==> src/rtl/imem_fetch_unit.sv <==
// imem_fetch_unit: instruction-fetch initiator. Owns the PC, drives a
// combinational-read instruction memory, and holds one fetched instruction
// in an output slot for decode (valid/ready handshake, branch redirect).
// Optional feature macro: IF_HALT_DETECT_EN (all-ones word halts fetch).
module imem_fetch_unit #(
  parameter int ADDR_W   = 8,
  parameter int DATA_W   = 32,
  parameter int RESET_PC = 0
) (
  input  logic              i_clk,
  input  logic              i_rst_n,
  input  logic              i_en,
  output logic              o_imem_rd,
  output logic [ADDR_W-1:0] o_imem_addr,
  input  logic [DATA_W-1:0] i_imem_rdata,
  output logic              o_inst_valid,
  input  logic              i_inst_ready,
  output logic [DATA_W-1:0] o_inst_data,
  output logic [ADDR_W-1:0] o_inst_pc,
  input  logic              i_redirect,
  input  logic [ADDR_W-1:0] i_redirect_pc,
  output logic              o_halted
);

  localparam logic [ADDR_W-1:0] PC_RST = ADDR_W'(RESET_PC);

`ifdef IF_HALT_DETECT_EN
  typedef enum logic [1:0] {S_IDLE, S_RUN, S_HALT} state_t;
`else
  typedef enum logic [1:0] {S_IDLE, S_RUN} state_t;
`endif

  state_t              r_state, w_state_nxt;
  logic [ADDR_W-1:0]   r_pc;
  logic                r_inst_valid;
  logic [DATA_W-1:0]   r_inst_data;
  logic [ADDR_W-1:0]   r_inst_pc;
  logic                w_capture;
  logic                w_transfer;

  // Slot accepts a new word when empty or being drained this cycle;
  // a redirect suppresses the capture so the stale-path word is dropped.
  assign w_capture  = (r_state == S_RUN) && !i_redirect && (!r_inst_valid || i_inst_ready);
  assign w_transfer = r_inst_valid && i_inst_ready;

  assign o_imem_rd    = w_capture;
  assign o_imem_addr  = r_pc;
  assign o_inst_valid = r_inst_valid;
  assign o_inst_data  = r_inst_data;
  assign o_inst_pc    = r_inst_pc;

`ifdef IF_HALT_DETECT_EN
  logic w_halt_hit;
  logic r_halted;
  assign w_halt_hit = w_capture && (i_imem_rdata == {DATA_W{1'b1}});
  assign o_halted   = r_halted;

  // Halt flag: set by capturing an all-ones word, cleared by redirect.
  always_ff @(posedge i_clk or negedge i_rst_n) begin
    if (!i_rst_n)        r_halted <= 1'b0;
    else if (i_redirect) r_halted <= 1'b0;
    else if (w_halt_hit) r_halted <= 1'b1;
  end
`else
  assign o_halted = 1'b0;
`endif

  // State register.
  always_ff @(posedge i_clk or negedge i_rst_n) begin
    if (!i_rst_n) r_state <= S_IDLE;
    else          r_state <= w_state_nxt;
  end

  // Next state: redirect wins from any state; otherwise en gates RUN.
  always_comb begin
    w_state_nxt = r_state;
    if (i_redirect) begin
      w_state_nxt = i_en ? S_RUN : S_IDLE;
    end else begin
      case (r_state)
        S_IDLE: if (i_en) w_state_nxt = S_RUN;
        S_RUN: begin
`ifdef IF_HALT_DETECT_EN
          if (w_halt_hit)  w_state_nxt = S_HALT;
          else
`endif
          if (!i_en)       w_state_nxt = S_IDLE;
        end
`ifdef IF_HALT_DETECT_EN
        S_HALT: w_state_nxt = S_HALT;
`endif
        default: w_state_nxt = S_IDLE;
      endcase
    end
  end

  // PC and output slot: redirect flushes, capture loads, lone transfer empties.
  always_ff @(posedge i_clk or negedge i_rst_n) begin
    if (!i_rst_n) begin
      r_pc         <= PC_RST;
      r_inst_valid <= 1'b0;
      r_inst_data  <= '0;
      r_inst_pc    <= '0;
    end else if (i_redirect) begin
      r_pc         <= i_redirect_pc;
      r_inst_valid <= 1'b0;
    end else if (w_capture) begin
      r_inst_data  <= i_imem_rdata;
      r_inst_pc    <= r_pc;
      r_inst_valid <= 1'b1;
      r_pc         <= r_pc + 1'b1;
    end else if (w_transfer) begin
      r_inst_valid <= 1'b0;
    end
  end

endmodule

==> config.mk <==
export PLATFORM = sky130hd
export DESIGN_NAME = imem_fetch_unit
export DESIGN_NICKNAME = d
export VERILOG_FILES = /design/src/rtl/imem_fetch_unit.sv
export SDC_FILE = /design/constraint.sdc
export NUM_CORES = 1
export LEC_CHECK = 0
export ABC_AREA = 1
export BUFFER_PORTS_ARGS = -buffer_cell sky130_fd_sc_hd__buf_2
export CORE_MARGIN = 5
export CORE_UTILIZATION = 50
export DETAILED_ROUTE_END_ITERATION = 8
export PLACE_DENSITY = 0.83
export SETUP_SLACK_MARGIN = 0.02
export SLEW_MARGIN = 20
export SYNTH_ARGS = -nofsm -noshare
export SYNTH_HDL_FRONTEND = slang
export SYNTH_SLANG_ARGS = --single-unit
==> constraint.sdc <==
create_clock -name i_clk -period 1.6 [get_ports i_clk]
set_input_delay 0.08 -clock i_clk [delete_from_list [all_inputs] [get_ports i_clk]]
set_output_delay 0.08 -clock i_clk [all_outputs]
set_load 0.03 [all_outputs]
# After elaboration in Yosys (flattened, before gate mapping)
# Cells that the tools add are included.
[op_classes]
div_mod_pow = 0
n_reduce_logical = 11
bitwise = 1
n_lt_le_gt_ge = 0
multipliers = 0
shifts = 0
addsub = 1
n_eq_ne = 3
muxes = 10
[ops]
columns = ["cell", "count"]
rows = [
  ["8-bit two-way mux", 2],
  ["8-bit by 1-bit adder with 8-bit output (second input constant)", 1],
  ["2-bit two-way mux", 3],
  ["3-bit != test (second input constant)", 2],
  ["1-bit two-way mux", 4],
  ["2-bit one-hot mux with 2 select lines", 1],
  ["2-bit AND reduction", 2],
  ["1-bit logical AND", 3],
  ["3-bit nonzero test", 1],
  ["2-bit by 1-bit equality test with 1-bit output (second input constant)", 1],
  ["1-bit zero test", 2],
  ["2-bit zero test", 1],
  ["2-bit nonzero test", 1],
  ["1-bit logical OR", 1],
  ["1-bit NOT", 1],
]
[word_totals]
latch_bits = 0
memories = 0
out_inout_bits = 51
inputBits = 45
rom_bits = 0
ff_bits = 51
mem_bits_rw = 0
elab_cells = 31

# Logic depth before layout (Yosys ltp)
# Gate-level depths: netlist (run 1).
[depth]
depth_word = 5
depth_mapped = 8
depth_no_buf = 7

# Worst setup path after synthesis (run 1)
# OpenSTA, ideal clock, no wires.
[synth_timing]
kind = "flip-flop to flip-flop"
startpoint = "register r_pc[1] (netlist: o_imem_addr[1])"
endpoint = "register r_pc[6] (netlist: o_imem_addr[6])"
arrival_time_ns = 1.174
n_path_buf = 0
setup_slack_ns = 0.301
required_time_ns = 1.475
path_stages_with_launch = 7
synth_period_minus_slack_ns = 1.299
path_cell_list = "dfrtp_1 ha_1 nand2_1 nor2_1 nand3_1 nand3_1 nand3_1"
[synth_between]
elab_chain_len = 3
[synth_lines]
columns = ["item", "line_no", "source"]
rows = [
  ["start, declared", "34", "logic [ADDR_W-1:0] r_pc;"],
  ["start signal, assigned", "105", "r_pc <= i_redirect_pc;"],
  ["start signal, assigned", "111", "r_pc <= r_pc + 1'b1;"],
  ["8-bit by 1-bit adder with 8-bit output", "111", ""],
  ["8-bit two-way mux", "107", "end else if (w_capture) begin"],
  ["8-bit two-way mux", "104", "end else if (i_redirect) begin"],
]
# Every way passes these cells. The select of a mux whose other input is x is not followed.
# A chain may end at the register's enable or synchronous reset.

# Final worst setup path (run 1)
[layout_timing]
startpoint = "register r_inst_valid (netlist: o_inst_valid)"
endpoint = "output port o_imem_rd"
[layout_between]
elab_chain_len = 3
[layout_lines]
columns = ["item", "line_no", "source"]
rows = [
  ["start, declared", "35", "logic r_inst_valid;"],
  ["start signal, assigned", "101", "r_inst_valid <= 1'b0;"],
  ["start signal, assigned", "106", "r_inst_valid <= 1'b0;"],
  ["start signal, assigned", "110", "r_inst_valid <= 1'b1;"],
  ["1-bit zero test", "43", "assign w_capture = (r_state == S_RUN) && !i_redirect && (!r_inst_valid || i_inst_ready);"],
  ["1-bit logical OR", "43", ""],
  ["1-bit logical AND", "43", ""],
  ["end, declared", "13", "output logic o_imem_rd,"],
]
# Every way passes these cells.

==> summary.md, run 1 <==
| Metric | Value |
|---|---|
| Syn_area_per_cell | about 8.5 um2 |
| Drt drc | 0 |
| Rows | 23 |
| I/O Pins | 96 |
| Cell variety after synth | 22 |
| Number of antenna violations at the first check in global routing | 0 |
| Global route overflow | 0 |
| Slew Limit Fails | 0 |
| Register area share after synthesis | 0.584 |
| Layout cells sized above 1 | 0.291 |
| Via density | 4.78 |
| Die area | about 0.0057 mm2 |
| CP max FO | 19 |
| Final hold viol count | 0 |
| Period utilization | 0.905 |
| Synth Register Bits | 50 |
| FF+latch area | 0.00125 mm2 |
| WS Path Type | reg -> out |
| Mapped Nets | 297 |
| Chip Width | about 75 um |
| Detail Placement HPWL | 3.77 mm |
| Worst Path Required | between 1500 and 2000 ps |
| Status | finished clean |
| Drt initial violations | 150 |
| Max H-tree Level | 2 |
| Multi-input logic area | roughly 730 um2 |
| PD cells | about 1100 mW/mm2 |
| Pleak | approximately 1.7 nW |
| Nets | 427 |
| CP Data Arrival Time | approximately 1400 ps |
| Syn Inst Count | 251 |
| Tmin final | about 1400 ps |
| Vias in the first global route | 2127 |
| Root Driver | clkbuf_8 |
| Clock Latency Late Sink | about 300 ps |
| # setup viols final | 0 |
| Setup_tns | 0 ps |
| Max_cap viols | 0 |
| Fmax | just under 0.7 GHz |
| Peak VDD IR | between 0.7 and 0.8 mV |
| Utilization after layout | 0.750 |
| First-pass GRT wire length | around 9.4 mm |
| Cells after DPL | 388 |
| GRT Util Overall | 0.218 |
| Min-Delay Path Class | in -> reg |
| Largest net degree at the start of global routing | 49 |
| Clk_skew | 5.24 ps |
| Syn. warnings | 0 |
| Crit path capture type | primary output |
| Commonest non-fill, non-tap cell in the layout | nand2_1 |
| Routed WL per cell | roughly 13 um |
| Antenna cell count | 0 |
| Max clock buf depth | 2 |
| CTS Buf Count | 5 |
| Routed Antenna Nets | 0 |
| Core Area | 0.00409 mm2 |
| Total power draw | about 3.3 mW |
| Mapped Area | approximately 0.0021 mm2 |
| Worst Setup Start Kind | flip-flop |
| Routability Congestion | around 0.8 |
| Finished Layout Cells | about 430 |
| Initial Util | 0.524 |
| Fillers | roughly 320 |
| Post-Route WL | ~5.7 mm |
| Most frequent cells in the layout | nand2_1 (131), buf_2 (94), dfrtp_1 (50), dlygate4sd3_1 (36), nand3_1 (15) |
| CTS Sinks | 50 |
| Hold Slack | a little under 20 ps |
| Clk slew on worst S/H paths | 90 ps |
| Setup Buffers After CTS | 0 |
| TritonCTS clock tree | yes |
| Area growth syn-to-layout | 43.1% |
| Unrepaired setup endpoints after global routing | no |
| DR pass1 iterations | 4 |
| Number of port buffers | 94 |
| Die Y-Extent | around 75 um |
| Vias | between 2000 and 2500 |
-- stage by stage --
stage	setup slack (ps)	area (um2)
detailed placement	310	2620
finish	152	3060
floorplan	301	2140
global placement	360	2620
global route	26.9	3060
CTS	76.3	3060
-- report_power, final --
| group | internal (mW) | switching, mW | total [mW] | leakage [nW] |
|---|---|---|---|---|
| sequential | 1.45 | 0.117 | 1.56 | 0.617 |
| clock | 0.309 | 0.411 | 0.720 | 0.0452 |
| combinational | 0.343 | 0.714 | 1.06 | 1.09 |
| total | 2.10 | 1.24 | 3.34 | 1.75 |
-- logic make-up (layout without fill, tap and decap cells) --
family | Yosys count | count (layout) | synth area share
other | 1 | 1 | 0.00175
DFF | 50 | 50 | 0.584
AOI/OAI and AO/OA | 16 | 16 | 0.0403
buffers and inverters | 28 | 159 | 0.0748
adders and majority gates | 1 | 1 | 0.00584
and+or+nand+nor | 154 | 154 | 0.289
xor gates and xnor gates | 1 | 1 | 0.00409
-- layer usage --
layer,part of all wire,global-route usage
met1,0.39,0.257
met2,0.51,0.379
met3,0.062,0.0541
met4,0.029,0.0932
met5,0,0
-- final cells by class --
cell class	instances	share of cell area
clock inverter	2	0.00449
tap	50	0.0204
inverter	16	0.0216
clock buffer	6	0.0237
multi-input combinational	173	0.238
sequential	50	0.408
timing repair buffer	135	0.283
-- Yosys cell counts --
cell type,n,area [um2]
nand2_1,131,492
dfrtp_1,50,1250
nand3_1,15,75.1
inv_1,14,52.6
o21ai_0,11,55.1
buf_6,5,56.3
buf_2,4,20.0
nor2_1,4,15.0
a21oi_1,2,10.0
buf_4,2,15.0
o211ai_1,2,15.0
clkbuf_1,1,3.75
conb_1,1,3.75
ha_1,1,12.5
inv_2,1,3.75
inv_6,1,8.76
nand3_4,1,17.5
nand4_1,1,6.26
nor2_2,1,6.26
o22ai_1,1,6.26
or2_2,1,6.26
xnor2_1,1,8.76
-- critical path: stages, from the launching register on --
cell and delay (ps):
dfrtp_1 390, nand2_1 140, nand3_4 80, clkinv_2 190, buf_2 260
-- sequential cells by signal, summed over array words and instances (netlist names) --
name,flops
o_imem_addr,8
o_inst_data,32
r_state,1
o_inst_valid,1
o_inst_pc,8
-- repair_timing --
item / 4_1_cts / 5_1_grt
setup endpoints to repair: 0 / 1
hold buffers: 36 / 0
hold endpoints to repair: 50 / 0
gates resized for setup: 0 / 1
-- final timing paths --
check                           slack, ps              end  cells past startpoint             start
worst min-delay path                   20   o_imem_addr[6]                      3  i_redirect_pc[6]
worst max-delay path                  150        o_imem_rd                      4      o_inst_valid
max in group asynchronous             800  o_inst_data[26]                      3           i_rst_n
min in group asynchronous             220   o_imem_addr[1]                      2           i_rst_n
worst min register to register        480     o_inst_pc[2]                      2      o_inst_pc[2]
worst max register to register        310   o_imem_addr[0]                      5      o_inst_valid
No activity file was read; power rests on OpenSTA's default activity.
==> run 2, diff against run 1 <==
==> constraint.sdc (replaced) <==
create_clock -name i_clk -period 1.7 [get_ports i_clk]
set_input_delay 0.085 -clock i_clk [delete_from_list [all_inputs] [get_ports i_clk]]
set_output_delay 0.085 -clock i_clk [all_outputs]
set_load 0.03 [all_outputs]
==> summary.md, run 2 (synthesized netlist as in run 1, its figures left out) <==
| Metric | Value |
|---|---|
| Slew Limit Fails | 0 |
| Worst Setup Start Kind | flip-flop |
| Switching part of the total | 0.372 |
| Clk_skew | 8.11 ps |
| Number of antenna violations at the first check in global routing | 0 |
| Routed Antenna Nets | 0 |
| Largest register FFs | 32 |
| Fmax | around 0.64 GHz |
| Vias | ~2100 |
| Die Y-Extent | approximately 75 um |
| Status | finished clean |
| Final hold viol count | 0 |
| Slew Limit Headroom | 0.644 |
| Seq pwr share | 0.469 |
| Unrepaired setup endpoints after global routing | no |
| FF+latch area | 0.00125 mm2 |
| # setup viols final | 0 |
| Global route overflow | 0 |
| Min-Delay Path Class | in -> reg |
| Total power draw | approximately 3.1 mW |
| Multi-input logic area | about 730 um2 |
| Max H-tree Level | 2 |
| Most frequent cells in the layout | nand2_1 (131), buf_2 (94), dfrtp_1 (50), dlygate4sd3_1 (34), nand3_1 (15) |
| Initial Util | 0.524 |
| Combinational share of power | 0.315 |
| CP Data Arrival Time | ~1500 ps |
| Routed WL per cell | approximately 14 um |
| Pleak | between 1.5 and 2 nW |
| Switching power | between 1 and 1.5 mW |
| TritonCTS clock tree | yes |
| Vias in the first global route | approximately 2200 |
| Area growth syn-to-layout | 42.5% |
| Hold buffer count at cts | 34 |
| Number of port buffers | 94 |
| Detail Placement HPWL | ~3.9 mm |
| Via density | 4.89 |
| Routability Congestion | around 0.8 |
| Layout cells sized above 1 | 0.290 |
| First-pass GRT wire length | approximately 9.4 mm |
| Crit path capture type | primary output |
| WS Path Type | reg -> out |
| Tmin final | about 1600 ps |
| Rows | 23 |
| GRT Util Overall | 0.214 |
| PD cells | ~1000 mW/mm2 |
| CP max FO | 22 |
| Post-Route WL | approximately 6 mm |
| Peak VDD IR | 0.572 mV |
| Power Internal | a little under 2 mW |
| Nets | roughly 420 |
| Slew of the pin with the lowest slew margin | between 500 and 600 ps |
| Drt drc | 0 |
| Max_cap viols | 0 |
| Largest net degree at the start of global routing | a little under 50 |
| CTS Sinks | 50 |
| Clock Latency Late Sink | ~300 ps |
| I/O Pins | 96 |
| Clk slew on worst S/H paths | approximately 90 ps |
| CTS Buf Count | 5 |
| CTS resizes | 0 |
| Fillers | 303 |
| DR pass1 iterations | 4 |
| Chip Width | about 75 um |
| Die area | ~0.0057 mm2 |
| Setup_tns | 0 ps |
| Drt initial violations | 87 |
| Worst Path Required | around 1600 ps |
| Max clock buf depth | 2 |
| Commonest non-fill, non-tap cell in the layout | nand2_1 |
| Root Driver | clkbuf_8 |
| Period utilization | 0.923 |
| Core Area | roughly 0.004 mm2 |
| Setup Buffers After CTS | 0 |
| Clk network pwr share | 0.215 |
[run 2: changes by cell type in the layout (fill, tap and decap cells not counted), sizes merged]
cell         change
dlygate4sd3      -2
buf              -1
clkinv           -1
diode            +1
inv              +1
[run 2: worst max-delay path: stages (launching register included)]
cell	delay, ps
dfrtp_1	390
nand2_1	140
nand3_4	80
inv_2	290
buf_2	280
[run 2: final cells by class]
type                            count  area share
Antenna cell                        1    0.000820
Inverter                           16      0.0213
Tap cell                           50      0.0205
Clock inverter                      2     0.00451
Multi-Input combinational cell    173       0.239
Sequential cell                    50       0.410
Timing Repair Buffer              132       0.280
Clock buffer                        6      0.0238
[run 2: power groups by stage]
stage	Combinational, mW	Clock [mW]	Sequential, mW
global placement	0.917	0	1.49
global route	1.08	0.730	1.50
floorplan	0.259	0	1.85
detailed placement	0.933	0	1.50
CTS	0.997	0.693	1.48
finish	0.993	0.677	1.48
[run 2: through the flow]
step	instances	hold WS [ps]	area [um2]	setup slack [ps]	utilization
CTS	429	11.9	3050	132	0.746
detailed placement	387	98.5	2620	370	0.641
floorplan	251	-211	2140	401	-
global placement	387	100	2620	423	0.641
global route	429	26.1	3050	21.2	0.746
finish	430	20.5	3050	130	0.746
[run 2: path summary, 6_finish.rpt]
path	cells after the start	slack [ps]	start	endpoint
min in group asynchronous	2	290	i_rst_n	o_inst_valid
setup reg to reg	6	340	o_inst_valid	o_imem_addr[4]
hold / removal	3	20	i_redirect_pc[3]	o_imem_addr[3]
setup / recovery	4	130	o_inst_valid	o_imem_rd
max in group asynchronous	3	880	i_rst_n	o_inst_data[0]
hold reg to reg	2	480	o_inst_data[17]	o_inst_data[17]
[run 2: routing by layer]
metal,vias to the layer above,GRT usage,share of wire
met4,0,0.0854,0.021
li1,1023,-,-
met3,12,0.0501,0.074
met1,988,0.235,0.39
met2,78,0.396,0.52
met5,-,0,0
==> run 3, diff against run 2 <==
--- a/config.mk
+++ b/config.mk
@@ -7,7 +7,6 @@
 export LEC_CHECK = 0
 export ABC_AREA = 1
 export BUFFER_PORTS_ARGS = -buffer_cell sky130_fd_sc_hd__buf_2
-export CORE_MARGIN = 5
 export CORE_UTILIZATION = 50
 export DETAILED_ROUTE_END_ITERATION = 8
 export PLACE_DENSITY = 0.83
==> summary.md, run 3 (synthesized netlist as in run 1, its figures left out) <==
| Metric | Value |
|---|---|
| Setup Buffers After CTS | 0 |
| Routed Antenna Nets | 0 |
| Delay-heaviest family, CP | buffers and inverters |
| Fmax | 0.661 GHz |
| Antenna cell count | 0 |
| CP Data Arrival Time | 1430 ps |
| Most frequent cells in the layout | nand2_1 (131), buf_2 (94), dfrtp_1 (50), dlygate4sd3_1 (32), nand3_1 (15) |
| Nets | 423 |
| Area growth syn-to-layout | 40.7% |
| Pleak | approximately 1.7 nW |
| Routability Congestion | between 0.8 and 0.9 |
| Unrepaired setup endpoints after global routing | no |
| CTS Sinks | 50 |
| Multi-input logic area | about 730 um2 |
| Core Area | about 0.0041 mm2 |
| Die Y-Extent | about 67 um |
| Layout cells sized above 1 | 0.289 |
| Vias in the first global route | between 1500 and 2000 |
| Routed WL per cell | ~13 um |
| Root Driver | clkbuf_8 |
| Final instance area | about 0.0030 mm2 |
| Critical path buffer and inverter count | 2 |
| Cells after DPL | between 300 and 400 |
| FF+latch area | 0.00125 mm2 |
| Number of port buffers | 94 |
| Crit-path cells | nand2_1 > nand3_4 > inv_2 > buf_2 |
| Tmin final | about 1500 ps |
| Min-Delay Path Class | in -> reg |
| Commonest non-fill, non-tap cell in the layout | nand2_1 |
| Final hold viol count | 0 |
| Via density | slightly below 5 |
| Worst Path Required | ~1600 ps |
| TritonCTS clock tree | yes |
| # setup viols final | 0 |
| Status | finished clean |
| Crit path capture type | primary output |
| Placed Instance Area | 0.00262 mm2 |
| Slowest Stage Delay on Critical Path | slightly below 400 ps |
| Max H-tree Level | 2 |
| Slew Limit Fails | 0 |
| CP max FO | 19 |
| Drt initial violations | between 100 and 150 |
| Slowest stage cell, crit path | dfrtp_1 |
| Clock Latency Late Sink | 300 ps |
| Initial Util | 0.528 |
| CTS resizes | 0 |
| PD cells | around 1000 mW/mm2 |
| Largest net degree at the start of global routing | just under 50 |
| Finished Layout Cells | 427 |
| Chip Width | slightly below 70 um |
| Clk_skew | 11.6 ps |
| Drt drc | 0 |
| Die area | 0.00455 mm2 |
| Global route overflow | 0 |
| Post-Route WL | around 5.7 mm |
| WS Path Type | reg -> out |
| Setup_tns | 0 ps |
| Max_cap viols | 0 |
| Detail Placement HPWL | ~3.5 mm |
| First-pass GRT wire length | 8.63 mm |
| Rows | 23 |
| GRT Util Overall | 0.265 |
| Peak VDD IR | 0.700 mV |
| Fillers | between 300 and 400 |
| I/O Pins | between 90 and 100 |
| Vias | between 2000 and 2500 |
| Hold buffer count at cts | 32 |
| DR pass1 iterations | 4 |
| Number of antenna violations at the first check in global routing | 0 |
| Max clock buf depth | 2 |
| Period utilization | 0.889 |
| Largest register FFs | 32 |
| Worst Setup Start Kind | flip-flop |
| CTS Buf Count | 5 |
| Clk slew on worst S/H paths | ~90 ps |
run 3: power by group:
| group | leakage [nW] | switching (mW) | internal (mW) | total [mW] |
|---|---|---|---|---|
| combinational | 1.07 | 0.676 | 0.318 | 0.993 |
| clock | 0.0383 | 0.371 | 0.284 | 0.655 |
| sequential | 0.617 | 0.119 | 1.36 | 1.48 |
run 3: tightest hold or removal path: stages:
cell and delay, ps:
buf_2 80, nand2_1 50, nand2_1 50
run 3: layer usage:
layer,track usage,part of all wire,up-vias
met5,0,0,-
met4,0.136,0.030,0
met3,0.0726,0.049,14
met2,0.446,0.51,81
met1,0.309,0.41,979
li1,-,-,1021
run 3: final cells by class:
class / count / area share
flip-flops and latches: 50 / 0.415
repair buffers: 131 / 0.275
multi-input cells: 173 / 0.242
clock buffers: 7 / 0.0253
inverters: 16 / 0.0216
well taps: 50 / 0.0208
run 3: worst paths after layout:
kind	startpoint	to	slack (ps)	cells past startpoint
max	o_inst_valid	o_imem_rd	190	4
min	i_imem_rdata[9]	o_inst_data[9]	0.7	3
max in group asynchronous	i_rst_n	o_inst_data[24]	870	3
min in group asynchronous	i_rst_n	o_inst_data[13]	250	2
max reg2reg	o_inst_valid	o_imem_addr[6]	360	6
min reg2reg	o_inst_data[21]	o_inst_data[21]	480	2
run 3: stage by stage:
stage	hold WS [ps]	util	total power [mW]	worst slack (ps)
2_1_floorplan	-211	-	2.11	401
3_3_place_gp	41.9	0.645	2.40	468
3_5_place_dp	43.5	0.645	2.43	384
4_1_cts	1.63	0.743	3.12	198
5_1_grt	12.9	0.743	3.30	75.9
6_report	0.713	0.743	3.13	188
